--- src/rtl/debounce_bank.sv ---
`default_nettype none
// debounce_bank: multi-channel switch debouncer with a two-flop synchroniser,
// a stability counter, rise/fall strobes and an optional long-press strobe per channel.
module debounce_bank #(
  parameter int NUM_CH         = 4,
  parameter int DEBOUNCE_LIMIT = 20,
  parameter int HOLD_LIMIT     = 0
) (
  input  logic              i_Clk,
  input  logic              i_Reset,
  input  logic [NUM_CH-1:0] i_Bouncy,
  output logic [NUM_CH-1:0] o_Debounced,
  output logic [NUM_CH-1:0] o_Rise,
  output logic [NUM_CH-1:0] o_Fall,
  output logic [NUM_CH-1:0] o_Hold
);

  localparam int              CNT_W   = $clog2(DEBOUNCE_LIMIT);
  localparam logic [CNT_W-1:0] CNT_MAX = CNT_W'(DEBOUNCE_LIMIT - 1);

  logic [NUM_CH-1:0] meta_q;
  logic [NUM_CH-1:0] sync_q;
  logic [NUM_CH-1:0] deb_q;
  logic [NUM_CH-1:0] deb_d;
  logic [NUM_CH-1:0] rise_q;
  logic [NUM_CH-1:0] rise_d;
  logic [NUM_CH-1:0] fall_q;
  logic [NUM_CH-1:0] fall_d;
  logic [NUM_CH-1:0] commit;
  logic [CNT_W-1:0]  cnt_q [NUM_CH];
  logic [CNT_W-1:0]  cnt_d [NUM_CH];

  // Any cycle where the synchronised input agrees with the committed level restarts the count.
  always_comb begin
    commit = '0;
    deb_d  = deb_q;
    rise_d = '0;
    fall_d = '0;
    for (int n = 0; n < NUM_CH; n++) begin
      cnt_d[n] = '0;
      if (sync_q[n] != deb_q[n]) begin
        if (cnt_q[n] == CNT_MAX) begin
          commit[n] = 1'b1;
          deb_d[n]  = sync_q[n];
          rise_d[n] = sync_q[n];
          fall_d[n] = ~sync_q[n];
        end else begin
          cnt_d[n] = cnt_q[n] + 1'b1;
        end
      end
    end
  end

  always_ff @(posedge i_Clk or posedge i_Reset) begin
    if (i_Reset) begin
      meta_q <= '0;
      sync_q <= '0;
      deb_q  <= '0;
      rise_q <= '0;
      fall_q <= '0;
      for (int n = 0; n < NUM_CH; n++) begin
        cnt_q[n] <= '0;
      end
    end else begin
      meta_q <= i_Bouncy;
      sync_q <= meta_q;
      deb_q  <= deb_d;
      rise_q <= rise_d;
      fall_q <= fall_d;
      for (int n = 0; n < NUM_CH; n++) begin
        cnt_q[n] <= cnt_d[n];
      end
    end
  end

  assign o_Debounced = deb_q;
  assign o_Rise      = rise_q;
  assign o_Fall      = fall_q;

  generate
    if (HOLD_LIMIT > 0) begin : g_hold
      localparam int               HOLD_W   = $clog2(HOLD_LIMIT + 1);
      localparam logic [HOLD_W-1:0] HOLD_MAX = HOLD_W'(HOLD_LIMIT);
      localparam logic [HOLD_W-1:0] HOLD_PRE = HOLD_W'(HOLD_LIMIT - 1);

      logic [HOLD_W-1:0] hold_cnt_q [NUM_CH];
      logic [HOLD_W-1:0] hold_cnt_d [NUM_CH];
      logic [NUM_CH-1:0] hold_q;
      logic [NUM_CH-1:0] hold_d;

      // A commit in either direction clears the count, so a release can never fire the strobe.
      always_comb begin
        hold_d = '0;
        for (int n = 0; n < NUM_CH; n++) begin
          hold_cnt_d[n] = '0;
          if (!commit[n] && deb_q[n]) begin
            if (hold_cnt_q[n] != HOLD_MAX) begin
              hold_cnt_d[n] = hold_cnt_q[n] + 1'b1;
            end else begin
              hold_cnt_d[n] = hold_cnt_q[n];
            end
            hold_d[n] = (hold_cnt_q[n] == HOLD_PRE);
          end
        end
      end

      always_ff @(posedge i_Clk or posedge i_Reset) begin
        if (i_Reset) begin
          hold_q <= '0;
          for (int n = 0; n < NUM_CH; n++) begin
            hold_cnt_q[n] <= '0;
          end
        end else begin
          hold_q <= hold_d;
          for (int n = 0; n < NUM_CH; n++) begin
            hold_cnt_q[n] <= hold_cnt_d[n];
          end
        end
      end

      assign o_Hold = hold_q;
    end else begin : g_no_hold
      assign o_Hold = '0;
    end
  endgenerate

endmodule
`default_nettype wire

--- config.mk ---
export PLATFORM = sky130hd
export DESIGN_NAME = debounce_bank
export DESIGN_NICKNAME = d
export VERILOG_FILES = /design/src/rtl/debounce_bank.sv
export SDC_FILE = /design/constraint.sdc
export NUM_CORES = 1
export LEC_CHECK = 0
export BUFFER_PORTS_ARGS = -buffer_cell sky130_fd_sc_hd__buf_2
export CAP_MARGIN = 40
export CORE_ASPECT_RATIO = 0.7
export CORE_MARGIN = 2
export CORE_UTILIZATION = 50
export DETAILED_ROUTE_END_ITERATION = 12
export PLACE_DENSITY = 0.74
export SLEW_MARGIN = 30
export SYNTH_ARGS = -nofsm -noshare
export SYNTH_HDL_FRONTEND = slang
export SYNTH_SLANG_ARGS = --single-unit
export TNS_END_PERCENT = 10
--- constraint.sdc ---
create_clock -name i_Clk -period 1.15 [get_ports i_Clk]
set_input_delay 0.2875 -clock i_Clk [delete_from_list [all_inputs] [get_ports i_Clk]]
set_output_delay 0.2875 -clock i_Clk [all_outputs]
set_load 0.02 [all_outputs]
==> results of run 1 <==
[through the flow]
stage	TNS, ps	setup slack [ps]
3_5_place_dp	-276	-77.5
4_1_cts	-418	-57.1
3_3_place_gp	-53.5	-35.5
6_report	-457	-75.6
5_1_grt	-1000	-117
2_1_floorplan	-148	-46.0
[cell families after synthesis]
logic type	Yosys count	synth area share [%]
AO/OA/AOI/OAI	6	3.49
XOR/XNOR	13	7.05
adder cells (fa/ha/maj)	4	3.10
buffers and inverters	5	2.09
flip-flops	40	62.0
multiplexers	7	4.65
other	1	0.232
AND/OR/NAND/NOR	44	17.4
[report_power, final]
part,switching (mW),internal [mW]
logic,0.106,0.117
clock network,0.440,0.489
registers,0.0461,1.45
total,0.593,2.06
[state kept, by name (all words and copies together), names as in the netlist]
signal       flops
o_Fall           4
sync_q           4
meta_q           4
o_Rise           4
o_Debounced      4
cnt_q           20
[cells in the final DEF, fill, tap and decap left out]
cell	netlist	final
a21boi_1	3	2
a21boi_2	0	1
a32o_2	3	3
and2_2	6	6
and3_1	1	1
buf_12	0	1
buf_2	0	13
buf_4	4	22
buf_6	0	9
clkbuf_1	0	2
clkbuf_8	0	6
clkinvlp_4	0	1
conb_1	1	4
dfrtp_1	40	40
dlygate4sd3_1	0	1
ha_4	0	4
mux2_2	4	3
mux2_4	0	1
mux2i_1	3	3
nand2_1	7	5
nand2_2	0	1
nand2_4	0	1
nand2b_1	3	3
nand3_1	5	5
nand4bb_1	3	2
nand4bb_4	1	2
nor2_1	10	9
nor2_2	0	1
nor3b_1	8	3
nor3b_2	0	5
xnor2_1	7	7
xor2_1	6	3
xor2_2	0	1
xor2_4	0	2
[layer usage]
layer	wire, um	global-route usage [%]
met4	58	10.1
met5	0	0
met2	1510	29.2
met1	1200	20.8
met3	101	5.43
[layout make-up]
class / count / area (um2) / share of cell area [%]
inverters: 1 / 7.51 / 0.333
clock buffers: 8 / 90.1 / 4.00
flip-flops and latches: 40 / 1000 / 44.4
repair buffers: 46 / 362 / 16.0
multi-input cells: 78 / 747 / 33.1
well taps: 38 / 47.5 / 2.11
[worst max-delay path: stages, from the launching register on]
cell	delay, ps
dfrtp_1	400
buf_6	140
xor2_4	190
a21boi_2	170
a32o_2	220
[synth_stat cells, types with 4 or more instances]
library cell | count | area (um2)
nor3b_1 | 8 | 60.1
nand3_1 | 5 | 25.0
nor2_1 | 10 | 37.5
mux2_2 | 4 | 45.0
buf_4 | 4 | 30.0
dfrtp_1 | 40 | 1000
ha_1 | 4 | 50.1
xnor2_1 | 7 | 61.3
nand2_1 | 7 | 26.3
xor2_1 | 6 | 52.6
and2_2 | 6 | 45.0
[worst max path at each step]
| stage | start | to | slack, ps |
|---|---|---|---|
| 6_report | o_Debounced[1]$_DFFE_PP0P_ | cnt_q[14]$_DFF_PP0_ | -80 |
| 3_5_place_dp | cnt_q[6]$_DFF_PP0_ | o_Debounced[2]$_DFFE_PP0P_ | -80 |
| 3_3_place_gp | cnt_q[6]$_DFF_PP0_ | o_Debounced[2]$_DFFE_PP0P_ | -40 |
| 5_1_grt | o_Debounced[1]$_DFFE_PP0P_ | cnt_q[14]$_DFF_PP0_ | -120 |
| 2_1_floorplan | cnt_q[0]$_DFF_PP0_ | o_Debounced[3]$_DFFE_PP0P_ | -50 |
| 4_1_cts | o_Debounced[2]$_DFFE_PP0P_ | o_Debounced[2] | -60 |
[timing repair]
item / 4_1_cts / 5_1_grt
pin swaps: 3 / 4
setup buffers: 6 / 1
gates resized for setup: 21 / 14
hold endpoints to repair: 10 / 0
hold buffers: 1 / 0
setup endpoints to repair: 19 / 26
==> metrics.md, run 1 <==
| Metric | Value |
|---|---|
| Mapped cell area | `1610 um2` |
| Routed vias | `1051` |
| CP required | `around 1300 ps` |
| Worst IR Drop VDD | `about 0.91 mV` |
| Worst hold margin | `between 100 and 150 ps` |
| RR Endpoint | `cnt_q[14]$_DFF_PP0_` |
| Area grow syn2layout | `39.7%` |
| Pins Over Slew Limit | `0` |
| Status | `finished with violations` |
| Fin. Hold Viols | `0` |
| Placed cells | `195` |
| Worst reg2reg startpoint | `o_Debounced[1]$_DFFE_PP0P_` |
| Worst Path Arrival | `roughly 1400 ps` |
| WL/cell | `approximately 14 um` |
| Max-Cap Viols | `0` |
| Final Critical Period | `roughly 1200 ps` |
| Initial drt markers | `63` |
| Final worst-path cycle share | `107%` |
| Die area | `3710 um2` |
| Gr usage total | `17.7%` |
| Placer congestion estimate | `0.790` |
| # IOs | `22` |
| DR vias/cell | `4.98` |
| Fmax | `816 MHz` |
| Post-synth EDFFs | `0` |
| HP Class | `primary input to flip-flop` |
| RSZ-0062 raised after global routing | `yes` |
| Reg2Reg Depth | `4` |
| Worst hold start | `i_Bouncy[3]` |
| Diodes inserted | `0` |
| Setup violations, final | `10` |
| Synth async-reset ratio | `100%` |
| Clock-pin slew on the worst setup and hold paths | `about 70 ps` |
| H-tree lvl count | `2` |
| Design area | `approximately 2300 um2` |
| Mapped Cells | `120` |
| Top_reg_cell synth | `dfrtp_1` |
| Number of library cell types mapped by synthesis | `20` |
| Total Wirelength | `2870 um` |
| Failing checks | `negative setup slack` |
| Final Core Density | `just over 70%` |
| Endpoint, Worst Hold | `meta_q[3]$_DFF_PP0_` |
| Power, Total | `roughly 2.7 mW` |
| Register area share after synthesis | `62.0%` |
| First-pass GRT wire length | `around 4800 um` |
| Vias in the first global route | `1088` |
| Die Width | `about 72 um` |
| Largest net degree at the start of global routing | `31` |
| Port-buffer cells | `17` |
| Starting density of the core | `approximately 52%` |
| Setup Skew | `~5.9 ps` |
| Row count | `17` |
| Standby leakage power | `1.07 nW` |
| Total CTS buffers | `5` |
| Core area | `3110 um2` |
| Worst setup SP type | `flip-flop` |
| Clock Tree Root | `clkbuf_8` |
| Total gr overflow | `0` |
| R2R setup slack | `-80 ps` |
| Drt drc | `0` |
| CTS sink cnt | `40` |
| Final ANT Viol Nets | `0` |
| Worst-Skew Late Latency | `roughly 290 ps` |
| CP endpoint kind | `flip-flop` |
| Antenna violations before repair | `0` |
| Crit path kind | `flip-flop to flip-flop` |
| Clk buf depth | `2` |
| Fillers | `205` |
| Post-synthesis register bit count | `40` |
| Placed inst area | `1910 um2` |
| First drt pass iteration count | `5` |
| PwrDens | `1180 nW/um2` |
| Worst Hold Depth | `1` |
| Layout cell share with drive strength beyond 1 | `a little under half` |
| Yosys warnings | `0` |
| Mean Syn Cell Area | `13.5 um2` |
| Setup ws final | `-75.6 ps` |
| Post-DP HPWL | `1860 um` |
| Finished Layout Cells | `211` |
| Final net count | `182` |
| CP Max Fanout | `5` |
| CTS tree | `done` |
| DIE HEIGHT | `51.5 um` |
Power figures use the tool's default switching activity.
==> run 2: changes to the inputs <==
--- a/config.mk
+++ b/config.mk
@@ -12,6 +12,7 @@
 export CORE_UTILIZATION = 50
 export DETAILED_ROUTE_END_ITERATION = 12
 export PLACE_DENSITY = 0.74
+export SKIP_CTS_REPAIR_TIMING = 1
 export SLEW_MARGIN = 30
 export SYNTH_ARGS = -nofsm -noshare
 export SYNTH_HDL_FRONTEND = slang
==> constraint.sdc (replaced) <==
create_clock -name i_Clk -period 1.15 [get_ports i_Clk]
set_input_delay 0.115 -clock i_Clk [delete_from_list [all_inputs] [get_ports i_Clk]]
set_output_delay 0.115 -clock i_Clk [all_outputs]
set_load 0.02 [all_outputs]
==> metrics.md, run 2 (synthesis gave the netlist of run 1 again) <==
| Metric | Value |
|---|---|
| Status | `finished with violations (unchanged)` |
| Crit-path leading delay family | `flip-flops (unchanged)` |
| Placer congestion estimate | `0.691 (was 0.790)` |
| Die Width | `71.9 um (unchanged)` |
| Final Core Density | `71.7% (was 72.6%)` |
| Gr usage total | `16.6% (was 17.7%)` |
| Layout cell share with drive strength beyond 1 | `47.4% (was 48.0%)` |
| Setup ws final | `-58.4 ps (was -75.6 ps)` |
| WL/cell | `14.2 um (was 13.6 um)` |
| Worst-path cell chain | `ha_4 -> nand4bb_1 -> mux2_2 (was buf_6 -> xor2_4 -> a21boi_2 -> a32o_2)` |
| Standby leakage power | `1.08 nW (was 1.07 nW)` |
| Endpoint, Worst Hold | `sync_q[0]$_DFF_PP0_ (was meta_q[3]$_DFF_PP0_)` |
| Finished Layout Cells | `211 (unchanged)` |
| Sum of buffers and inverters on the critical path | `0 (was 1)` |
| Initial drt markers | `42 (was 63)` |
| Final worst-path cycle share | `105% (was 107%)` |
| DR vias/cell | `4.99 (was 4.98)` |
| Starting density of the core | `52.0% (unchanged)` |
| Final ANT Viol Nets | `0 (unchanged)` |
| Core area | `3110 um2 (unchanged)` |
| Design area | `2230 um2 (was 2250 um2)` |
| Fin. Hold Viols | `0 (unchanged)` |
| R2R setup slack | `-60 ps (was -80 ps)` |
| Final Critical Period | `1210 ps (was 1230 ps)` |
| Port-buffer cells | `17 (unchanged)` |
| DIE HEIGHT | `51.5 um (unchanged)` |
| Worst reg2reg startpoint | `cnt_q[16]$_DFF_PP0_ (was o_Debounced[1]$_DFFE_PP0P_)` |
| Failing checks | `negative setup slack (unchanged)` |
| # IOs | `22 (unchanged)` |
| Max reg flops | `20 (unchanged)` |
| First drt pass iteration count | `4 (was 5)` |
| Die area | `3710 um2 (unchanged)` |
| Placed inst area | `1900 um2 (was 1910 um2)` |
| Worst setup SP type | `flip-flop (unchanged)` |
| Diodes inserted | `0 (unchanged)` |
| Fmax | `828 MHz (was 816 MHz)` |
| Total gr overflow | `0 (unchanged)` |
| CP required | `1320 ps (was 1330 ps)` |
| Setup Skew | `9.45 ps (was 5.89 ps)` |
| Post-DP HPWL | `1850 um (was 1860 um)` |
| Routed vias | `1053 (was 1051)` |
| CP endpoint kind | `flip-flop (unchanged)` |
| Worst-Skew Late Latency | `290 ps (about the same)` |
| H-tree lvl count | `2 (unchanged)` |
| CTS sink cnt | `40 (unchanged)` |
| Setup violations, final | `11 (was 10)` |
| Clock Tree Root | `clkbuf_8 (unchanged)` |
| Placed cells | `194 (was 195)` |
| Clock-pin slew on the worst setup and hold paths | `70 ps (about the same)` |
| Reg2Reg Depth | `3 (was 4)` |
| Crit path kind | `flip-flop to flip-flop (unchanged)` |
| CP Max Fanout | `4 (was 5)` |
| Area grow syn2layout | `37.9% (was 39.7%)` |
| Vias in the first global route | `984 (was 1088)` |
| CTS tree | `done (unchanged)` |
| Total Wirelength | `2990 um (was 2870 um)` |
| Largest Register | `cnt_q (unchanged)` |
| First-pass GRT wire length | `4520 um (was 4770 um)` |
| Largest net degree at the start of global routing | `41 (was 31)` |
| HP Class | `flip-flop to flip-flop (was primary input to flip-flop)` |
| Commonest non-fill, non-tap cell in the layout | `dfrtp_1 (unchanged)` |
| Worst hold start | `meta_q[0]$_DFF_PP0_ (was i_Bouncy[3])` |
| Worst Path Arrival | `1380 ps (was 1400 ps)` |
| Max-Cap Viols | `0 (unchanged)` |
| Commonest cells after routing, fill and taps aside | `39 x dfrtp_1, 22 x buf_4, 16 x buf_2, 10 x nor2_1, 8 x nor3b_2 (was 40 x dfrtp_1, 22 x buf_4, 13 x buf_2, 9 x nor2_1, 9 x buf_6)` |
| Worst Hold Depth | `0 (was 1)` |
| Pins Over Slew Limit | `0 (unchanged)` |
| RR Endpoint | `o_Debounced[0]$_DFFE_PP0P_ (was cnt_q[14]$_DFF_PP0_)` |
| Final net count | `182 (unchanged)` |
| Clk buf depth | `2 (unchanged)` |
| Drt drc | `0 (unchanged)` |
| Worst IR Drop VDD | `0.886 mV (was 0.909 mV)` |
| PwrDens | `1330 nW/um2 (was 1180 nW/um2)` |
| Row count | `17 (unchanged)` |
| Worst stage delay on the critical path | `420 ps (was 400 ps)` |
| Total CTS buffers | `5 (unchanged)` |
| RSZ-0062 raised after global routing | `yes (unchanged)` |
| Critical Path Slowest Stage Cell | `dfrtp_1 (unchanged)` |
| Antenna violations before repair | `0 (unchanged)` |
[run 2: cell count changes in the layout (fill, tap and decap cells not counted), sizes merged]
cell | previous run | this run
bufinv | 0 | 1
clkbuf | 8 | 7
clkinvlp | 1 | 0
dlygate4sd3 | 1 | 5
inv | 0 | 1
buf | 45 | 41
[run 2: stage by stage]
stage | TNS (ps) | hold slack (ps) | setup slack, ps | total power [mW]
2_1_floorplan | -126 | 146 | -42.2 | 1.63
6_report | -283 | 352 | -58.4 | 2.96
4_1_cts | -717 | -126 | -91.2 | 2.93
3_3_place_gp | -19.1 | 176 | -9.51 | 1.69
5_1_grt | -1310 | 356 | -102 | 3.09
3_5_place_dp | -380 | 188 | -63.6 | 1.70
[run 2: power by group]
group | total, mW | internal [mW] | leakage (nW) | switching (mW)
registers | 1.50 | 1.45 | 0.528 | 0.0422
clock network | 1.23 | 0.765 | 0.0645 | 0.465
logic | 0.234 | 0.126 | 0.485 | 0.108
total | 2.96 | 2.35 | 1.08 | 0.615
[run 2: metal layers]
layer / global-route usage, % / up-vias / wire [um] / part of all wire (%)
li1: - / 502 / - / -
met1: 22.4 / 523 / 1330 / 45
met2: 25.6 / 22 / 1510 / 51
met3: 4.65 / 6 / 103 / 3.4
met4: 6.60 / 0 / 38 / 1.3
met5: 0 / - / 0 / 0
[run 2: how the worst max path moves through the flow]
stage | cells past startpoint | start | to | slack [ps]
6_report | 3 | cnt_q[16]$_DFF_PP0_ | o_Debounced[0]$_DFFE_PP0P_ | -60
5_1_grt | 3 | sync_q[1]$_DFF_PP0_ | cnt_q[14]$_DFF_PP0_ | -100
4_1_cts | 4 | cnt_q[15]$_DFF_PP0_ | o_Rise[0]$_DFF_PP0_ | -90
3_5_place_dp | 3 | cnt_q[11]$_DFF_PP0_ | o_Debounced[1]$_DFFE_PP0P_ | -60
3_3_place_gp | 3 | cnt_q[10]$_DFF_PP0_ | o_Debounced[1]$_DFFE_PP0P_ | -10
2_1_floorplan | 3 | cnt_q[15]$_DFF_PP0_ | o_Debounced[0]$_DFFE_PP0P_ | -40
[run 2: layout make-up]
type	count	area, um2
clock buffers	7	96.3
flip-flops and latches	40	1000
clock inverters	1	30.0
repair buffers	46	338
well taps	38	47.5
multi-input cells	78	708
fillers	212	880
inverters	1	3.75
[run 2: worst reg2reg max path, cell delays in order (launching register included)]
cell       delay [ps]
dfrtp_1           420
ha_4              190
nand4bb_1         140
mux2_2            350
